==> src/rtl/data_memory_unit_if.sv <==
// Request/response bus of the data memory: one request channel, read responses come back later.
interface data_memory_unit_if #(
    parameter int DATA_WIDTH = 18,
    parameter int ADDR_WIDTH = 11
);
    logic                  req;
    logic                  we;
    logic [ADDR_WIDTH-1:0] addr;
    logic [DATA_WIDTH-1:0] wdata;
    logic                  ready;
    logic                  rvalid;
    logic [DATA_WIDTH-1:0] rdata;
    logic                  err;
    logic                  busy;

    modport master (
        output req, we, addr, wdata,
        input  ready, rvalid, rdata, err, busy
    );

    modport slave (
        input  req, we, addr, wdata,
        output ready, rvalid, rdata, err, busy
    );
endinterface

==> src/rtl/data_memory_unit.sv <==
// Single-port word memory: writes land at acceptance, reads answer RD_LATENCY edges later.
// Backpressure: ready drops while a read is outstanding; requests seen then are dropped, not queued.
module data_memory_unit #(
    parameter int DATA_WIDTH = 18,
    parameter int ADDR_WIDTH = 11,
    parameter int DEPTH      = 16,
    parameter int RD_LATENCY = 2
) (
    input  logic                clock,
    input  logic                clear,
    data_memory_unit_if.slave   bus
);
    localparam int IDX_W = (DEPTH > 1) ? $clog2(DEPTH) : 1;
    localparam int CNT_W = 2;
    localparam logic [ADDR_WIDTH:0] DEPTH_L  = (ADDR_WIDTH+1)'(DEPTH);
    localparam logic [CNT_W-1:0]    CNT_LOAD = CNT_W'(RD_LATENCY - 1);

    typedef enum logic {IDLE, RD_WAIT} state_t;

    state_t                state_q, state_d;
    logic [CNT_W-1:0]      cnt_q, cnt_d;
    logic [IDX_W-1:0]      raddr_q, raddr_d;
    logic                  oor_q, oor_d;
    logic [DATA_WIDTH-1:0] rdata_q, rdata_d;
    logic                  rvalid_q, rvalid_d;
    logic                  err_q, err_d;
    logic                  mem_we;
    logic                  in_range;

    logic [DATA_WIDTH-1:0] mem [DEPTH];

    assign in_range = ({1'b0, bus.addr} < DEPTH_L);

    always_comb begin
        state_d  = state_q;
        cnt_d    = cnt_q;
        raddr_d  = raddr_q;
        oor_d    = oor_q;
        rdata_d  = rdata_q;
        rvalid_d = 1'b0;
        err_d    = 1'b0;
        mem_we   = 1'b0;
        case (state_q)
            IDLE: begin
                if (bus.req) begin
                    if (bus.we) begin
                        mem_we = in_range && clear;
                        err_d  = !in_range;
                    end else begin
                        raddr_d = bus.addr[IDX_W-1:0];
                        oor_d   = !in_range;
                        cnt_d   = CNT_LOAD;
                        state_d = RD_WAIT;
                    end
                end
            end
            RD_WAIT: begin
                if (cnt_q == '0) begin
                    // Out-of-range reads still complete on time, with zero data.
                    rdata_d  = oor_q ? '0 : mem[raddr_q];
                    rvalid_d = 1'b1;
                    err_d    = oor_q;
                    state_d  = IDLE;
                end else begin
                    cnt_d = cnt_q - 1'b1;
                end
            end
            default: state_d = IDLE;
        endcase
    end

    always_ff @(posedge clock or negedge clear) begin
        if (!clear) begin
            state_q  <= IDLE;
            cnt_q    <= '0;
            raddr_q  <= '0;
            oor_q    <= 1'b0;
            rdata_q  <= '0;
            rvalid_q <= 1'b0;
            err_q    <= 1'b0;
        end else begin
            state_q  <= state_d;
            cnt_q    <= cnt_d;
            raddr_q  <= raddr_d;
            oor_q    <= oor_d;
            rdata_q  <= rdata_d;
            rvalid_q <= rvalid_d;
            err_q    <= err_d;
        end
    end

    // Storage is deliberately left out of reset so a mid-read clear preserves contents.
    always_ff @(posedge clock) begin
        if (mem_we) begin
            mem[bus.addr[IDX_W-1:0]] <= bus.wdata;
        end
    end

    assign bus.ready  = (state_q == IDLE);
    assign bus.busy   = (state_q == RD_WAIT);
    assign bus.rvalid = rvalid_q;
    assign bus.rdata  = rdata_q;
    assign bus.err    = err_q;
endmodule

==> src/flat_wrapper.sv <==
// flat-port wrapper written by rule: the top's interface ports become plain ports
module data_memory_unit_flat 
#(
    parameter int DATA_WIDTH = 18,
    parameter int ADDR_WIDTH = 11,
    parameter int DEPTH      = 16,
    parameter int RD_LATENCY = 2
)
  (clock, clear, bus_req, bus_we, bus_addr, bus_wdata, bus_ready, bus_rvalid, bus_rdata, bus_err, bus_busy);
  data_memory_unit_if #(.DATA_WIDTH(DATA_WIDTH), .ADDR_WIDTH(ADDR_WIDTH)) bus_i ();
  input  logic clock;
  input  logic clear;
  input wire logic [$bits(bus_i.req)-1:0] bus_req;
  input wire logic [$bits(bus_i.we)-1:0] bus_we;
  input wire logic [$bits(bus_i.addr)-1:0] bus_addr;
  input wire logic [$bits(bus_i.wdata)-1:0] bus_wdata;
  output wire logic [$bits(bus_i.ready)-1:0] bus_ready;
  output wire logic [$bits(bus_i.rvalid)-1:0] bus_rvalid;
  output wire logic [$bits(bus_i.rdata)-1:0] bus_rdata;
  output wire logic [$bits(bus_i.err)-1:0] bus_err;
  output wire logic [$bits(bus_i.busy)-1:0] bus_busy;
  assign bus_i.req = bus_req;
  assign bus_i.we = bus_we;
  assign bus_i.addr = bus_addr;
  assign bus_i.wdata = bus_wdata;
  assign bus_ready = bus_i.ready;
  assign bus_rvalid = bus_i.rvalid;
  assign bus_rdata = bus_i.rdata;
  assign bus_err = bus_i.err;
  assign bus_busy = bus_i.busy;
  data_memory_unit #(.DATA_WIDTH(DATA_WIDTH), .ADDR_WIDTH(ADDR_WIDTH), .DEPTH(DEPTH), .RD_LATENCY(RD_LATENCY)) u_core (.clock(clock), .clear(clear), .bus(bus_i));
endmodule
==> config.mk <==
export PLATFORM = sky130hd
export DESIGN_NAME = data_memory_unit_flat
export DESIGN_NICKNAME = d
export VERILOG_FILES = /design/src/rtl/data_memory_unit_if.sv /design/src/rtl/data_memory_unit.sv /design/src/flat_wrapper.sv
export SDC_FILE = /design/constraint.sdc
export NUM_CORES = 1
export LEC_CHECK = 0
export CORE_MARGIN = 2
export CORE_UTILIZATION = 60
export DETAILED_ROUTE_END_ITERATION = 7
export PLACE_DENSITY = 0.78
export SLEW_MARGIN = 20
export SYNTH_ARGS = -nofsm -noshare
export SYNTH_HDL_FRONTEND = slang
export SYNTH_SLANG_ARGS = --single-unit
==> constraint.sdc <==
create_clock -name clock -period 3.85 [get_ports clock]
set_clock_uncertainty 0.15 [all_clocks]
set_input_delay 0.385 -clock clock [delete_from_list [all_inputs] [get_ports clock]]
set_output_delay 0.385 -clock clock [all_outputs]
set_load 0.02 [all_outputs]
======== After elaboration in Yosys (flattened, before gate mapping) ========
Memory sizes are Yosys's and may differ from the RTL's.
Cells that the tools add are included.
storage, ports and cells
  register bits ........................... 28
  memory bits (writable) .................. 288
  word-level logic and storage cells ...... 41
  memories ................................ 1
cells by class
  add/sub/neg operators ................... 1
  magnitude comparators ................... 1
  eq/ne operators ......................... 3
  multiplexer cells ....................... 20
  bitwise gates (word level) .............. 2
  reductions and logical operators ........ 6
memory list
  name        words  width  rd ports  clocked after Yosys merged registers in  write ports  RTL line                RTL
  u_core.mem  16     18     1         0                                        1            data_memory_unit.sv:30  logic [DATA_WIDTH-1:0] mem [DEPTH];
operators by type and width
  cell                                                                            number
  18-bit 2-to-1 mux                                                               1
  1-bit 2-to-1 mux                                                                13
  11-bit by 5-bit less-than comparator with 1-bit output (second input constant)  1
  2-bit 2-to-1 mux                                                                3
  2-bit inequality test (second input constant)                                   3
  3-bit AND reduction                                                             2
  1-bit case mux with 2 select lines                                              2
  2-bit case mux with 2 select lines                                              1
  2-bit logical NOT                                                               1
  1-bit NOT                                                                       2
  2-bit AND reduction                                                             1
  2-bit by 1-bit subtractor with 2-bit output (second input constant)             1
  1-bit logical AND                                                               1
  1-bit logical NOT                                                               1

======== Depth between registers and ports, before layout ========
Gate-level depths: netlist of the first run.
  depth in word-level cells ............... 7
  depth in mapped cells ................... 8

======== Least setup slack after synthesis of the first run ========
OpenSTA, ideal clock, no wires.
  kind .................................... input to register
  from .................................... in bus_addr[7]
  to ...................................... mem u_core.mem[3][0] (enable)
  library setup time ...................... 0.416 ns
  arrival ................................. 2.384 ns
  required time ........................... 3.284 ns
  slack ................................... 0.900 ns
  cell stages on the path ................. 4
  cell sequence ........................... nor4_2 -> and4_1 -> nand3_1 -> nor3_1
between the ends
  longest elaborated chain between the ends .. 7
RTL lines
  item                                                    RTL line                RTL
  from (decl)                                             flat_wrapper.sv:15      input wire logic [$bits(bus_i.addr)-1:0] bus_addr;
  11-bit by 5-bit less-than comparator with 1-bit output  data_memory_unit.sv:32  assign in_range = ({1'b0, bus.addr} < DEPTH_L);
  1-bit logical AND                                       data_memory_unit.sv:47  mem_we = in_range && clear;
  1-bit 2-to-1 mux                                        data_memory_unit.sv:46  if (bus.we) begin
  1-bit 2-to-1 mux                                        data_memory_unit.sv:45  if (bus.req) begin
  1-bit 2-to-1 mux                                        data_memory_unit.sv:43  case (state_q)
  1-bit 2-to-1 mux                                        data_memory_unit.sv:94  if (mem_we) begin
  1-bit 2-to-1 mux (implied by the code)                  data_memory_unit.sv:95  mem[bus.addr[IDX_W-1:0]] <= bus.wdata;
  to (decl)                                               data_memory_unit.sv:30
Every way passes these cells.

======== Worst setup path after layout of the first run ========
  from .................................... in bus_addr[7]
  to ...................................... mem u_core.mem[12][12] (enable)
Same word-level chain as after synthesis.

==> results.toml, run 1 <==
[outcome]
status = "complete, no violations"

[cts]
numClockSinks = 316
ctsResizeCount = 0
holdBufCountCts = 0
cts_max_level = 1
cts-buffers-inserted = 31
path_clk_slew_ns = 0.06
clk_latency_ns = 0.56
cts_setup_buffers = 0
clk_path_buf_depth = 3
cts_tree = "built"
cts_root_buf = "clkbuf_16"

[power]
power.total_uw = 8880
p_leak_uw = 0.00469
vdd_drop_max_mv = 0.459
p_per_area_mw_per_mm2 = 633

[grt]
antenna_found_initial = 1
grt_pass1_vias = 6221
overflow = 0
grt_start_max_net_pins = 57
grt_pass1_wl_microns = 37000
track_usage = 0.233

[finish]
nNetsFinal = 698
syn_to_final_growth_pct = 15.7
diodes = 0
drive_above_1_share = 0.217
fin_util = 0.700

[setup_path]
cp_slowest_cell = "or3b_1"
worstPathBufferInverterCount = 2
end_kind = "flip-flop"
cp_slowest_stage_delay_ns = 0.49
worstPathRequired_ns = 3.95
crit_arrival_ns = 2.91
path_delay_family = "simple AND/OR/NAND/NOR gates"
cp_max_fo = 11
crit_chain = "clkdlybuf4s50_1 > nor4_2 > and4_1 > or3b_1 > nor2_2 > buf_4"
cp-start-kind = "primary input"
worstSetupPathType = "in -> reg"

[hold_path]
hold_path.class = "in -> async"

[synthesis]
netlist-cell-type-count = 37
syn_nets = 615
synthCells = 581
yosysWarningCount = 0
ys_ff_latch = 316
synth_area_leader_cell = "edfxtp_1"
synth.cell_area_sq_mm = 0.0121
synth_top_cell_area_share = 0.713
yosysMostFrequentCell = "edfxtp_1"
synth_edf_count = 288
synth_area_per_cell_sq_um = 20.9
yosysSeqAreaShare = 0.771
synthArstFlopShare = 0.0886
synthTopCellsByArea = "edfxtp_1 (71%), mux4_2 (8.5%), dfrtp_1 (5.8%)"
synth_commonest_cells = "edfxtp_1 (288), mux2i_1 (70), mux4_2 (46), dfrtp_1 (28), a22oi_1 (27)"
ys.flop_type = "edfxtp_1"

[sta]
worstMarginPinSlew_ns = 1.05
setup-tns-final_ns = 0
min_period_over_period = 0.731
rsz0062_at_grt = "no"
setup_ws_ns = 1.04
fmax_mhz = 356
relSlewSlack = 0.302
post-route-min-period_ns = 2.81
timing_hold_violations_final = 0
slew_viol_final = 0
setup_viol = 0

[floorplan]
die_h_microns = 146
die_w_microns = 146
initial_utilization = 0.605
num_rows = 52
coreArea_sq_mm = 0.0200
die_area_sq_mm = 0.0214
io-pin-count = 55

[detailed_routing]
wl_per_cell_microns = 25.4
via_per_inst = 6.23
num_vias = 5964
drt_wl_total_microns = 24300
drtIter0Drc = 507
ant_nets = 0
drc = 0
drtPass1Iterations = 5

[place]
dp_hpwl_microns = 14600
place_ws_ns = 0.541
gp_congestion = 0.774
port_buffers = 54

[job]
drv_cap = 0
## cell families (layout without fill, tap and decap cells)
group	count (synthesis)	in the layout	share of synthesized area
AO/OA/AOI/OAI	65	65	0.0394
multiplexers	126	126	0.154
AND/OR/NAND/NOR	41	41	0.0192
buffers and inverters	32	139	0.0161
flip-flops	316	316	0.771
adder cells (fa/ha/maj)	1	1	0.00103
## sequential cells by signal, summed over array words and instances (netlist names)
name / count
u_core.oor_q: 1
u_core.raddr_q: 4
u_core.cnt_q: 2
u_core.bus.err: 1
u_core.bus.busy: 1
u_core.mem: 288
u_core.bus.rvalid: 1
u_core.bus.rdata: 18
## worst paths after layout
check,start,end,slack [ns],cells past startpoint
hold / removal,clear,u_core.bus.rdata[1],0.14,2
max in group asynchronous,clear,u_core.raddr_q[0],3.08,2
setup reg to reg,u_core.bus.busy,u_core.mem[12][12],1.10,5
hold reg to reg,u_core.bus.rdata[16],u_core.bus.rdata[16],0.35,2
setup / recovery,bus_addr[7],u_core.mem[12][12],1.04,6
min in group clock,u_core.bus.rdata[16],u_core.bus.rdata[16],0.35,2
## metal layers
metal  vias up  GRT usage  part of all wire
met5         -          0                 0
met2       261      0.383              0.50
met4         0     0.0840             0.025
li1       2569          -                 -
met1      3081      0.322              0.41
met3        53     0.0400             0.069
## worst register-to-register path, delay by kind of cell, from the launching register on
kind | cells | cell delay [ns]
flops | 1 | 0.43
buf+inv | 1 | 0.30
simple gates | 4 | 1.55
## layout by cell type, fill, tap and decap left out, drive strengths merged, types with 2 or more instances in the layout
cell type / count
dfrtp: 28
nor2: 15
clkinvlp: 3
edfxtp: 288
clkbuf: 39
buf: 24
clkdlybuf4s50: 54
nand2: 5
nand3b: 2
o21ai: 18
mux2: 10
mux2i: 70
a22oi: 31
a32oi: 13
nor3: 6
mux4: 46
nand2b: 4
inv: 4
clkinv: 14
nor2b: 2
## final cells by class
type | instances | area (sq um)
fill | 1242 | 6010
tap | 270 | 338
multi-input combinational | 233 | 2630
inverter | 4 | 15.0
sequential | 316 | 9360
timing repair buffer | 78 | 746
clock inverter | 18 | 110
clock buffer | 39 | 836
## report_power, final
group / internal [uW] / switching (uW)
clock network: 1590 / 1190
registers: 3830 / 314
logic: 1020 / 938
total: 6440 / 2440
## stage by stage
step | instances | hold slack [ns] | instance area (sq um)
after CTS | 958 | 0.137 | 14000
after detailed placement | 901 | 0.335 | 13100
after floorplan | 581 | -0.0606 | 12100
after global placement | 901 | 0.332 | 13100
after global routing | 958 | 0.170 | 14000
final | 958 | 0.140 | 14000
(Power assumes the default switching activity.)
==> run 2, diff against run 1 <==
- clock period: 3.85 -> 2.7 ns (I/O delays scaled with it)
==> run 2 against run 1 <==
Power rose by 44%. Hold slack got worse by 0.096 ns. Critical path type is now reg -> reg. Critical path depth fell by 1. Sequential cell count did not move.
==> results.toml, run 2 (synthesized netlist as in run 1, its figures left out) <==
[outcome]
status = "complete, no violations"

[setup_path]
crit_chain = "and3b_1 > and4_1 > or3b_1 > nor2_2 > buf_12"
worstSetupPathType = "reg -> reg"
reg2reg_setup_slack_ns = 0.36
cp_slowest_stage_delay_ns = 0.48
path_delay_family = "simple AND/OR/NAND/NOR gates"
cp-start-kind = "flip-flop"
r2r-start = "u_core.bus.busy"
cp_slowest_cell = "or3b_1"
end_kind = "flip-flop"
critical_path.startpoint = "u_core.bus.busy"
cp_max_fo = 14
worstPathBufferInverterCount = 1
crit_arrival_ns = 2.44
worstPathRequired_ns = 2.80

[cts]
numClockSinks = 316
cts_setup_buffers = 0
cts_root_buf = "clkbuf_16"
clk_latency_ns = 0.55
holdBufCountCts = 0
cts_tree = "built"
path_clk_slew_ns = 0.06
cts_max_level = 1
ctsResizeCount = 0
cts-buffers-inserted = 30
clk_path_buf_depth = 3

[power]
sw_frac_of_total = 0.274
combPwrFrac = 0.241
p_leak_uw = 0.00483
p_int_uw = 9290
power.total_uw = 12800
vdd_drop_max_mv = 0.613
netSwitchingPower_uw = 3500
p_clk_frac = 0.309
p_per_area_mw_per_mm2 = 892
p_seq_frac = 0.450

[grt]
grt_pass1_vias = 6561
grt_start_max_net_pins = 40
antenna_found_initial = 0
grt_pass1_wl_microns = 39400
track_usage = 0.249
overflow = 0

[detailed_routing]
wl_per_cell_microns = 26.7
num_vias = 6207
drt_wl_total_microns = 26000
drtIter0Drc = 608
drc = 0
ant_nets = 0
via_per_inst = 6.38
drtPass1Iterations = 5

[sta]
post-route-min-period_ns = 2.34
rsz0062_at_grt = "no"
setup_ws_ns = 0.361
fmax_mhz = 427
timing_hold_violations_final = 0
worstMarginPinSlew_ns = 0.979
min_period_over_period = 0.866
whs_ns = 0.0440
slew_viol_final = 0
setup_viol = 0
relSlewSlack = 0.345

[finish]
multi_input_area_sq_mm = 0.00263
nNetsFinal = 715
final_cell_mix = "edfxtp_1 (288), mux2i_1 (70), clkdlybuf4s50_1 (54), mux4_2 (46), clkbuf_16 (31)"
fill_cells = 1214
drive_above_1_share = 0.238
syn_to_final_growth_pct = 18.2
largest_reg_flops = 288
diodes = 0
regArea_sq_mm = 0.00936
fin_util = 0.716
layout_commonest_cell = "edfxtp_1"

[floorplan]
initial_utilization = 0.605
coreArea_sq_mm = 0.0200
num_rows = 52
die_area_sq_mm = 0.0214
die_w_microns = 146
die_h_microns = 146
io-pin-count = 55

[place]
place_ws_ns = -0.119
gp_congestion = 0.815
port_buffers = 54
dp_hpwl_microns = 16300

[job]
drv_cap = 0

[hold_path]
hold_path.class = "in -> async"
==> run 2: path summary, 6_finish.rpt <==
path | endpoint | cells past startpoint
max | u_core.mem[12][15] | 5
min | u_core.bus.rdata[4] | 2
max reg2reg | u_core.mem[12][15] | 5
min reg2reg | u_core.bus.rdata[9] | 2
max in group asynchronous | u_core.raddr_q[0] | 2
min in group clock | u_core.raddr_q[1] | 2
==> run 2: power by group through the flow <==
stage,Clock (uW),Sequential (uW),Combinational [uW]
2_1_floorplan,0,5710,2280
3_3_place_gp,0,5850,2990
3_5_place_dp,0,5860,3070
4_1_cts,3990,5760,3100
5_1_grt,4180,5780,3250
6_report,3950,5750,3080
==> run 2: metrics by stage <==
stage	cells	cell area (sq um)	TNS, ns
final	973	14300	0
after global routing	973	14300	0
after CTS	973	14300	0
after detailed placement	919	13400	-6.63
after global placement	919	13400	-4.16
after floorplan	581	12100	-1.92
==> run 2: layout make-up <==
type,instances,share of cell area
Sequential cell,316,0.652
Multi-Input combinational cell,233,0.184
Timing Repair Buffer,96,0.0745
Clock buffer,42,0.0591
Tap cell,270,0.0236
Clock inverter,12,0.00576
Inverter,4,0.00105
==> run 2: metal layers <==
layer	vias to the layer above	wire length [microns]	track usage
met2	319	12700	0.410
li1	2610	-	-
met5	-	0	0
met3	64	1920	0.0375
met4	0	790	0.0825
met1	3214	10500	0.351
